[src/rtl/pipeline_pkg.sv]
// rtl/pipeline_pkg.sv - shared types and constants for the memory/writeback stage
//
// Contents:
//   DATA_W, REG_W : default datapath and register-address widths
//   state_t       : memory-stage FSM states (IDLE, WAIT)
//   lane_be()     : byte-lane enable table, lane index -> one-hot mem_be
package pipeline_pkg;

  localparam int DATA_W = 32;
  localparam int REG_W  = 5;

  typedef enum logic {
    IDLE = 1'b0,
    WAIT = 1'b1
  } state_t;

  function automatic logic [3:0] lane_be(input logic [1:0] lane);
    logic [3:0] be;
    case (lane)
      2'd0:    be = 4'b0001;
      2'd1:    be = 4'b0010;
      2'd2:    be = 4'b0100;
      default: be = 4'b1000;
    endcase
    return be;
  endfunction

endpackage

[src/rtl/load_align.sv]
// rtl/load_align.sv - byte-lane alignment for loads and stores
//
// Ports:
//   lane        in   2       byte lane (address bits [1:0])
//   byte_sel    in   1       1 = byte access, 0 = word access
//   rdata       in   DATA_W  word returned by memory
//   store_data  in   DATA_W  register value to be stored
//   load_value  out  DATA_W  register-file value for a load (sign-extended byte or word)
//   wdata       out  DATA_W  store data (low byte replicated to all lanes for byte stores)
//   be          out  4       byte enables (one-hot lane for byte, all lanes for word)
module load_align
  import pipeline_pkg::*;
(
  input  logic [1:0]        lane,
  input  logic              byte_sel,
  input  logic [DATA_W-1:0] rdata,
  input  logic [DATA_W-1:0] store_data,
  output logic [DATA_W-1:0] load_value,
  output logic [DATA_W-1:0] wdata,
  output logic [3:0]        be
);

  logic [7:0] lane_byte;

  always_comb begin
    lane_byte  = rdata[{lane, 3'b000} +: 8];
    load_value = rdata;
    wdata      = store_data;
    be         = 4'hF;
    if (byte_sel) begin
      load_value = {{(DATA_W-8){lane_byte[7]}}, lane_byte};
      // Replicating the byte lets memory pick it up from whichever lane be selects.
      wdata      = {(DATA_W/8){store_data[7:0]}};
      be         = lane_be(lane);
    end
  end

endmodule

[src/rtl/mem_writeback_stage.sv]
// rtl/mem_writeback_stage.sv - memory access and register writeback pipeline stage
//
// Ports:
//   clk, reset                    clock (rising edge), synchronous active-low reset
//   valid_in                      instruction from execute is valid
//   alu_result, store_data        ALU result / effective address, store source value
//   addr_d_in, write_in           destination register and its write enable
//   read_mmu, write_mmu, byte_sel load, store (wins if both), byte access
//   stall                         hold upstream (combinational)
//   mem_req, mem_we, mem_addr,
//   mem_wdata, mem_be             memory request, held through WAIT
//   mem_ready, mem_rdata          memory completion and read word
//   rf_write, rf_addr, rf_data    register-file write port (one-cycle pulse)
//   stall_count                   saturating count of WAIT cycles
module mem_writeback_stage #(
  parameter int DATA_W = 32,
  parameter int REG_W  = 5,
  parameter int CNT_W  = 16
) (
  input  logic              clk,
  input  logic              reset,
  input  logic              valid_in,
  input  logic [DATA_W-1:0] alu_result,
  input  logic [DATA_W-1:0] store_data,
  input  logic [REG_W-1:0]  addr_d_in,
  input  logic              write_in,
  input  logic              read_mmu,
  input  logic              write_mmu,
  input  logic              byte_sel,
  output logic              stall,
  output logic              mem_req,
  output logic              mem_we,
  output logic [DATA_W-1:0] mem_addr,
  output logic [DATA_W-1:0] mem_wdata,
  output logic [3:0]        mem_be,
  input  logic              mem_ready,
  input  logic [DATA_W-1:0] mem_rdata,
  output logic              rf_write,
  output logic [REG_W-1:0]  rf_addr,
  output logic [DATA_W-1:0] rf_data,
  output logic [CNT_W-1:0]  stall_count
);

  import pipeline_pkg::*;

  state_t state_q, state_d;
  logic   accept;
  logic   retire;

  logic [REG_W-1:0]  lat_dest;
  logic              lat_byte;
  logic [1:0]        lat_lane;

  logic [1:0]        align_lane;
  logic              align_byte;
  logic [DATA_W-1:0] load_value;
  logic [DATA_W-1:0] align_wdata;
  logic [3:0]        align_be;

  always_ff @(posedge clk) begin
    if (!reset) state_q <= IDLE;
    else        state_q <= state_d;
  end

  always_comb begin
    state_d = state_q;
    accept  = 1'b0;
    retire  = 1'b0;
    stall   = 1'b0;
    mem_req = 1'b0;
    case (state_q)
      IDLE: begin
        if (valid_in && (read_mmu || write_mmu)) begin
          accept  = 1'b1;
          stall   = 1'b1;
          state_d = WAIT;
        end
      end
      WAIT: begin
        mem_req = 1'b1;
        stall   = 1'b1;
        if (mem_ready) begin
          retire  = 1'b1;
          state_d = IDLE;
        end
      end
      default: state_d = IDLE;
    endcase
  end

  // One aligner serves both directions: in IDLE it shapes the incoming store,
  // in WAIT it extracts the load result from the latched lane.
  assign align_lane = (state_q == WAIT) ? lat_lane : alu_result[1:0];
  assign align_byte = (state_q == WAIT) ? lat_byte : byte_sel;

  load_align u_load_align (
    .lane       (align_lane),
    .byte_sel   (align_byte),
    .rdata      (mem_rdata),
    .store_data (store_data),
    .load_value (load_value),
    .wdata      (align_wdata),
    .be         (align_be)
  );

  always_ff @(posedge clk) begin
    if (!reset) begin
      mem_we      <= 1'b0;
      mem_addr    <= '0;
      mem_wdata   <= '0;
      mem_be      <= 4'h0;
      rf_write    <= 1'b0;
      rf_addr     <= '0;
      rf_data     <= '0;
      stall_count <= '0;
      lat_dest    <= '0;
      lat_byte    <= 1'b0;
      lat_lane    <= 2'd0;
    end else begin
      rf_write <= 1'b0;

      if (accept) begin
        mem_we    <= write_mmu;
        mem_addr  <= {alu_result[DATA_W-1:2], 2'b00};
        mem_wdata <= align_wdata;
        mem_be    <= align_be;
        lat_dest  <= addr_d_in;
        lat_byte  <= byte_sel;
        lat_lane  <= alu_result[1:0];
      end else if (state_q == IDLE && valid_in) begin
        rf_write <= write_in && (addr_d_in != '0);
        rf_addr  <= addr_d_in;
        rf_data  <= alu_result;
      end

      if (state_q == WAIT && stall_count != {CNT_W{1'b1}})
        stall_count <= stall_count + CNT_W'(1);

      if (retire && !mem_we) begin
        rf_write <= (lat_dest != '0);
        rf_addr  <= lat_dest;
        rf_data  <= load_value;
      end
    end
  end

endmodule
[config.mk]
export PLATFORM = sky130hd
export DESIGN_NAME = mem_writeback_stage
export DESIGN_NICKNAME = d
export VERILOG_FILES = /design/src/rtl/pipeline_pkg.sv /design/src/rtl/load_align.sv /design/src/rtl/mem_writeback_stage.sv
export SDC_FILE = /design/constraint.sdc
export NUM_CORES = 1
export LEC_CHECK = 0
export CAP_MARGIN = 10
export CELL_PAD_IN_SITES_DETAIL_PLACEMENT = 0
export CELL_PAD_IN_SITES_GLOBAL_PLACEMENT = 1
export CORE_ASPECT_RATIO = 1.5
export CORE_MARGIN = 4
export CORE_UTILIZATION = 32
export DETAILED_ROUTE_END_ITERATION = 10
export GPL_TIMING_DRIVEN = 1
export PLACE_DENSITY_LB_ADDON = 0.1
export SETUP_SLACK_MARGIN = 0.02
export SKIP_LAST_GASP = 1
export SLEW_MARGIN = 20
export SYNTH_ARGS = -nofsm -noshare
export SYNTH_HDL_FRONTEND = slang
export SYNTH_HIERARCHICAL = 1
export SYNTH_SLANG_ARGS = --single-unit
[constraint.sdc]
create_clock -name clk -period 2.55 [get_ports clk]
set_clock_uncertainty 0.05 [all_clocks]
set_input_delay 0.51 -clock clk [delete_from_list [all_inputs] [get_ports clk]]
set_output_delay 0.51 -clock clk [all_outputs]
set_load 0.05 [all_outputs]
---- After elaboration in Yosys (flattened, before gate mapping) ----
Cells that the tools add are included.
storage, ports and cells
  output and inout bits ................... 125
  bits in registers ....................... 130
  word-level logic and storage cells ...... 54
  bits of input ports ..................... 109
cells by class
  add/subtract/negate cells ............... 1
  muxes and demuxes ....................... 23
  equality and inequality tests ........... 4
  shift-type cells ........................ 1
  bitwise operators ....................... 1
  reductions and logical operators ........ 12
operator list
  cell                     number
  $mux W32                 5
  $shiftx A32 B6 Y8        1
  $add A16 B1 Y16 const B  1
  $ne A16 B16 Y1 const B   1
  $mux W5                  3
  $pmux W4 S3              1
  $mux W1                  10
  $reduce_bool A5 Y1       2
  $logic_and A1 B1 Y1      5
  $mux W4                  1
  $pmux W1 S2              2
  $eq A2 B1 Y1 const B     1
  $eq A2 B2 Y1 const B     1
  $logic_not A2 Y1         1
  $mux W2                  1
  $ne A2 B1 Y1 const B     1
  $reduce_and A2 Y1        1
  $reduce_bool A2 Y1       1
  $logic_not A1 Y1         1
  $logic_or A1 B1 Y1       1
  $not A1 Y1               1

---- Depth between registers and ports, before layout ----
Gate-level depths: netlist of the first run.
  depth in word-level cells ............... 6
  mapped depth ............................ 8
  depth with buffers taken out ............ 5

---- By module ----
Netlist of the first run, hierarchy kept.
by module, submodules not included
  module               sequential area each (µm²)  area each (µm²)  cells each  times used
  mem_writeback_stage  2602.5                      5152.4           603         1
  load_align           0.0                         1253.7           173         1

---- Worst setup path after synthesis of the first run ----
OpenSTA, ideal clock, no wires.
  kind .................................... register to register
  start point ............................. reg state_q
  end point ............................... reg rf_data[6]
  stages on the path, launching flop included .. 9
  period minus slack after synthesis ...... 2.431 ns
  data required time ...................... 2.414 ns
  slack ................................... 0.119 ns
  arrival ................................. 2.295 ns
  library setup time ...................... 0.086 ns
  buffers on the path ..................... 3
  cell sequence ........................... dfxtp_1 -> buf_1 -> mux2_2 -> buf_6 -> and2_1 -> buf_6 -> a222oi_1 -> nor2_1 -> a211oi_1
on the way
  elaborated cells on any way between the ends .. 13
  classes of those cells .................. eq/ne: 1; shift: 1; mux: 6; bitwise: 1; reduce/logical: 4
RTL lines
  element                  RTL line                    text
  start, declared          mem_writeback_stage.sv:46   state_t state_q, state_d;
  start signal, assigned   mem_writeback_stage.sv:62   else state_q <= state_d;
  $mux W1                  mem_writeback_stage.sv:94   assign align_byte = (state_q == WAIT) ? lat_byte : byte_sel;
  named net align_byte     mem_writeback_stage.sv:55   logic align_byte;
  $mux W32                 load_align.sv:30            if (byte_sel) begin
  named net load_value[6]  mem_writeback_stage.sv:56   logic [DATA_W-1:0] load_value;
  $mux W32                 mem_writeback_stage.sv:139  if (retire && !mem_we) begin
  end signal, assigned     mem_writeback_stage.sv:133  rf_data <= alu_result;
  end signal, assigned     mem_writeback_stage.sv:142  rf_data <= load_value;
  end, declared            mem_writeback_stage.sv:40   output logic [DATA_W-1:0] rf_data,
The timed path passes the listed nets, and every way through them passes these cells.
A chain may end at the register's enable or synchronous reset.

---- Final worst setup path of the first run ----
  start point ............................. reg state_q
  end point ............................... out mem_req
on the way
  word-level cells in the longest chain between the ends .. 1
ends and longest elaborated chain
  element        RTL line                   text
  $mux W1        mem_writeback_stage.sv:71  case (state_q)
  end, declared  mem_writeback_stage.sv:31  output logic mem_req,
Every way passes these cells.

==> results of run 1 <==
## path summary, 6_finish.rpt
check | end | startpoint | slack (ps)
worst max-delay path | mem_req | state_q | 170
worst min-delay path | mem_addr[24] | mem_addr[24] | 400
worst max register to register | rf_data[4] | state_q | 390
worst min register to register | mem_addr[24] | mem_addr[24] | 400
## cells by family (layout without fill, tap and decap cells)
kind of cell,Yosys count,after routing
other,1,2
DFF,130,130
adders and majority gates,1,1
buffers and inverters,109,326
AOI/OAI and AO/OA,198,198
muxes,53,53
and+or+nand+nor,281,281
xor gates and xnor gates,3,3
## routing by layer
metal | vias up | share of wire, %
met1 | 2724 | 42
met2 | 156 | 49
li1 | 3100 | -
met3 | 26 | 7.6
met5 | - | 0.063
met4 | 2 | 1.6
## registers in the layout (all words and copies together) (netlist names)
signal,count
lat_lane,2
mem_addr,30
rf_addr,5
state_q,1
mem_wdata,32
mem_we,1
mem_be,4
rf_write,1
stall_count,16
rf_data,32
lat_byte,1
lat_dest,5
## metrics by stage
step	cell area (sq um)	setup slack, ps
floorplan	6410	119
global placement	9020	90.3
detailed placement	9020	104
CTS	9580	132
global route	9580	90.3
finish	9580	166
## cells in the mapped netlist, types with 2 or more instances
| master | count | area share, % |
|---|---|---|
| clkbuf_1 | 43 | 2.5 |
| clkbuf_4 | 2 | 0.23 |
| o31ai_1 | 2 | 0.23 |
| nand3_1 | 9 | 0.70 |
| nand2_1 | 161 | 9.4 |
| and2_1 | 2 | 0.20 |
| a21oi_1 | 78 | 6.1 |
| buf_4 | 13 | 1.5 |
| o221ai_2 | 20 | 4.7 |
| nor4_1 | 2 | 0.20 |
| buf_1 | 2 | 0.12 |
| o41ai_1 | 4 | 0.55 |
| a222oi_1 | 7 | 1.1 |
| mux2i_1 | 48 | 7.5 |
| or4_1 | 5 | 0.59 |
| o221ai_1 | 5 | 0.68 |
| inv_1 | 36 | 2.1 |
| buf_6 | 8 | 1.4 |
| and4_1 | 2 | 0.27 |
| nand2b_1 | 31 | 3.0 |
| nor2b_1 | 8 | 0.78 |
| nor2_1 | 46 | 2.7 |
| o21a_1 | 2 | 0.23 |
| a32oi_1 | 3 | 0.41 |
| or3_1 | 2 | 0.20 |
| dfxtp_1 | 130 | 41 |
| nand4_1 | 3 | 0.29 |
| o21ai_0 | 32 | 2.5 |
| xor2_1 | 2 | 0.27 |
| buf_2 | 4 | 0.31 |
| mux2i_4 | 2 | 0.70 |
| mux2_2 | 3 | 0.53 |
| and3_1 | 3 | 0.29 |
| a211oi_1 | 37 | 4.3 |
## layout make-up
cell class	instances	area share (%)
Multi-Input combinational cell	538	34.4
Timing Repair Buffer	257	27.7
Sequential cell	130	27.2
Clock buffer	18	4.48
Tap cell	260	3.40
Inverter	37	1.48
Clock inverter	14	1.36
## power by group
group | internal [mW] | switching (mW) | total (mW) | leakage [nW]
Clock | 1.35 | 0.978 | 2.33 | 0.259
Combinational | 0.609 | 0.900 | 1.51 | 2.17
Sequential | 2.15 | 0.0672 | 2.22 | 1.06
## layout by cell type (no fill, tap or decap), types with 3 or more instances in the layout
master,Yosys,routed
or4_1,5,5
nand2_1,161,161
mux2i_1,48,48
clkbuf_16,0,17
nor2b_1,8,8
nand2b_1,31,31
dfxtp_1,130,130
inv_1,36,36
mux2_2,3,3
nand4_1,3,3
clkdlybuf4s50_1,0,230
inv_6,0,3
and3_1,3,3
a21oi_1,78,78
nor2_1,46,46
o21ai_0,32,31
a211oi_1,37,37
a32oi_1,3,3
clkinvlp_4,0,5
o221ai_2,20,20
nand3_1,9,9
o41ai_1,4,4
clkinv_4,0,3
buf_12,0,12
a222oi_1,7,7
o221ai_1,5,5
buf_4,13,15
==> results_dict.tcl, run 1 <==
set metrics [dict create \
    grt_max_degree 76 \
    numCtsBuffers 17 \
    hpwl_um 15200 \
    cts.sink_count 130 \
    synth_seq_cells 130 \
    io_pins 234 \
    drt_iter0_drc 258 \
    cp.required_ps 1990 \
    firstDrtPassIters 5 \
    cts_resized 0 \
    p_per_area_nw_per_um2 632 \
    status "complete, no violations" \
    clkTransAtPathRegs_ps 60 \
    ys_types 53 \
    wl_per_cell_um 16.5 \
    totalPowerFinal_mw 6.05 \
    hold_viol_final 0 \
    fin_crit_sh_pct 93.5 \
    synth_top_family_by_area "compound AO/OA/AOI/OAI gates" \
    syn_area_per_cell_sq_um 8.26 \
    drive_gt1_share_pct 9.26 \
    synthArstFlopShare_pct 0 \
    cts_tree "yes" \
    rsz0062_at_grt "no" \
    cp-start-kind "register" \
    maxSlewHeadroom_pct 60.9 \
    die_height_um 181 \
    reg2reg_depth 6 \
    yosys_warnings 6 \
    ir_drop_uv 337 \
    hold_depth 2 \
    synthAdderAreaFrac_pct 0.195 \
    synth_area_sq_um 6410 \
    place_inst 1222 \
    grt_pass1_wl_um 32300 \
    hold_path.class "reg -> reg" \
    diodes 0 \
    synth_xor_area_share_pct 0.410 \
    cts_buffer_depth 2 \
    antenna_found_initial 1 \
    cp.depth 1 \
    cp_num_buf_inv 1 \
    nets 1091 \
    grtUsageMet3_pct 6.70 \
    slew_violations 0 \
    post-cts-setup-buffers 0 \
    slowest_delay_ps 880 \
    die-area_sq_um 22400 \
    final_core_util_pct 48.6 \
    wl_um 20700 \
    muxShareOfSynthArea_pct 8.73 \
    critPathTopFamily "buffers and inverters" \
    yosys.area_share.simple_pct 19.8 \
    ctsRootBufferMaster "clkbuf_16" \
    place.gp.congestion 0.763 \
    ant_nets 0 \
    initial_core_util_pct 32.5 \
    grt.met1_usage_pct 22.2 \
    arrival_ps 1820 \
    synth-seq-area-share_pct 40.6 \
    via_per_inst 4.79 \
    tightest_slew_ps 571 \
    synth_compound_area_share_pct 21.9 \
    cellLeakagePower_nw 3.49 \
    fin_tns_setup_ps 0 \
    grtUsageTotal_pct 18.4 \
    htreeDepth 4 \
    fp.dieW_um 124 \
    critPathMaxFanout 9 \
    max_freq_mhz 419 \
    ff_latch_area_sq_um 2600 \
    post-route-min-period_ps 2380 \
    cts_hold_buf 0 \
    cpMaxStageDelayCell "clkdlybuf4s50_1" \
    ys_dominant_reg_cell "dfxtp_1" \
    busiest_layer "met2" \
    overflow 0 \
    insertion_delay_ps 420 \
    fillCellCount 1982 \
    grt_pass1_vias 5869 \
    holdWs_ps 402 \
    crit_path_end_kind "output port" \
    core_area_sq_um 19700 \
    synth_edf_count 0 \
    crit_type "reg -> out" \
    row_count 63 \
    finalSetupViolCount 0 \
    crit_chain "clkdlybuf4s50_1" \
    gr-usage-met2_pct 30.2 \
    multi_input_area_sq_um 3300 \
    fin_cells 1254 \
    cap_viol_max_count 0 \
    route.vias.total 6008 \
    synth_cells 776 \
    port_buffers 231 \
    area_growth_pct 49.5 \
    drc 0 \
]
(Power assumes the default switching activity.)
==> inputs of run 2 (changes only) <==
- REMOVE_ABC_BUFFERS: unset -> 1
==> run 2 against run 1 <==
  * Sequential share of layout area decreased by 0.24 points
  * Wire length decreased by 0.86%
  * Sequential power about the same
  * Sequential cell count unchanged
  * Largest cell class unchanged
  * Register-to-register slack improved by 110 ps
  * Cell area increased by 0.89%
==> results_dict.tcl, run 2 (synthesized netlist as in run 1, its figures left out) <==
set metrics [dict create \
    post-route-min-period_ps 2430 \
    critPathMaxFanout 10 \
    clockPowerShare_pct 40.4 \
    power_frac_seq_pct 35.4 \
    crit_path_end_kind "output port" \
    totalPowerFinal_mw 6.26 \
    switchingPower_mw 1.90 \
    power_frac_comb_pct 24.2 \
    cap_viol_max_count 0 \
    htreeDepth 4 \
    ff_latch_area_sq_um 2600 \
    rsz0062_at_grt "no" \
    fillCellCount 1982 \
    layout_common_cells "clkdlybuf4s50_1, nand2_1, dfxtp_1" \
    fp.dieW_um 124 \
    cp.required_ps 1990 \
    cp-start-kind "register" \
    grtUsageTotal_pct 18.3 \
    drive_gt1_share_pct 9.55 \
    antenna_found_initial 2 \
    crit_chain "buf_4 > clkdlybuf4s50_1" \
    io_pins 234 \
    numCtsBuffers 17 \
    pre_cts_ws_ps 56.3 \
    via_per_inst 4.85 \
    drc 0 \
    cpMaxStageDelayCell "clkdlybuf4s50_1" \
    cts_hold_buf 0 \
    max_freq_mhz 412 \
    slowest_delay_ps 820 \
    clkTransAtPathRegs_ps 60 \
    cellLeakagePower_nw 3.55 \
    insertion_delay_ps 410 \
    port_buffers 231 \
    crit_type "reg -> out" \
    overflow 0 \
    drt_iter0_drc 267 \
    hold_path.class "reg -> reg" \
    ant_nets 0 \
    area_growth_pct 50.9 \
    fin_ws_ps 124 \
    arrival_ps 1870 \
    intPower_mw 4.36 \
    initial_core_util_pct 32.5 \
    cts_buffer_depth 2 \
    grt_pass1_vias 5920 \
    maxSlewHeadroom_pct 54.0 \
    tightest_slew_ps 672 \
    wl_um 20500 \
    firstDrtPassIters 6 \
    die-area_sq_um 22400 \
    die_height_um 181 \
    core_area_sq_um 19700 \
    route.vias.total 6102 \
    fin_crit_sh_pct 95.2 \
    p_per_area_nw_per_um2 648 \
    multi_input_area_sq_um 3300 \
    ir_drop_uv 350 \
    post-cts-setup-buffers 0 \
    ctsRootBufferMaster "clkbuf_16" \
    slew_violations 0 \
    switching_share_pct 30.4 \
    grt_pass1_wl_um 32500 \
    hpwl_um 14900 \
    layout_commonest_cell "clkdlybuf4s50_1" \
    top_regs "mem_wdata x32, rf_data x32, mem_addr x30" \
    nets 1093 \
    cts_tree "yes" \
    wl_per_cell_um 16.3 \
    cts.sink_count 130 \
    place.gp.congestion 0.755 \
    grt_max_degree 76 \
    hold_viol_final 0 \
    final_core_util_pct 49.0 \
    cts_resized 0 \
    row_count 63 \
    status "complete, no violations" \
    finalSetupViolCount 0 \
]
-- run 2: through the flow --
step	setup TNS [ps]	hold WS (ps)	cell area, sq um	std cells
after global routing	0	420	9660	1257
after CTS	0	405	9660	1255
final	0	403	9660	1257
after global placement	0	391	9050	1224
after floorplan	-211170	394	6020	705
after detailed placement	0	396	9050	1224
-- run 2: power by group through the flow --
stage / logic [mW] / clock network, mW / registers, mW
after floorplan: 0.489 / 0 / 2.65
after detailed placement: 1.53 / 0 / 2.26
after CTS: 1.54 / 2.61 / 2.22
after global routing: 1.62 / 2.70 / 2.23
final: 1.51 / 2.53 / 2.22
after global placement: 1.53 / 0 / 2.26
-- run 2: worst paths after layout --
| path | to | start | slack [ps] | depth (start not counted) |
|---|---|---|---|---|
| max reg2reg | rf_data[0] | state_q | 500 | 5 |
| min | mem_addr[9] | mem_addr[9] | 400 | 2 |
| max | mem_req | state_q | 120 | 2 |
| min reg2reg | mem_addr[9] | mem_addr[9] | 400 | 2 |
-- run 2: area by class of cell --
cell class | count | share of cell area, %
multi-input combinational | 538 | 34.1
clock inverter | 12 | 1.62
timing repair buffer | 259 | 27.8
inverter | 37 | 1.46
tap | 260 | 3.37
sequential | 130 | 26.9
antenna | 2 | 0.0518
clock buffer | 19 | 4.69
-- run 2: worst max-delay path, delay by kind of cell, from the launching register on --
kind	cells	cell delay, ps
buf+inv	2	1030
flops	1	420
-- run 2: metal layers --
metal  GRT usage [%]  part of all wire, %  up-vias
li1                -                    -     3100
met2            30.7                   49      172
met3            6.33                  7.5       16
met4            5.94                  1.7        0
met5               0                    0        -
met1            21.6                   41     2814
==> inputs of run 3 (changes only) <==
- SLEW_MARGIN: 20 -> unset
==> results of run 3 <==
No change in the layout: final DEF, timing and power equal those of run 2.
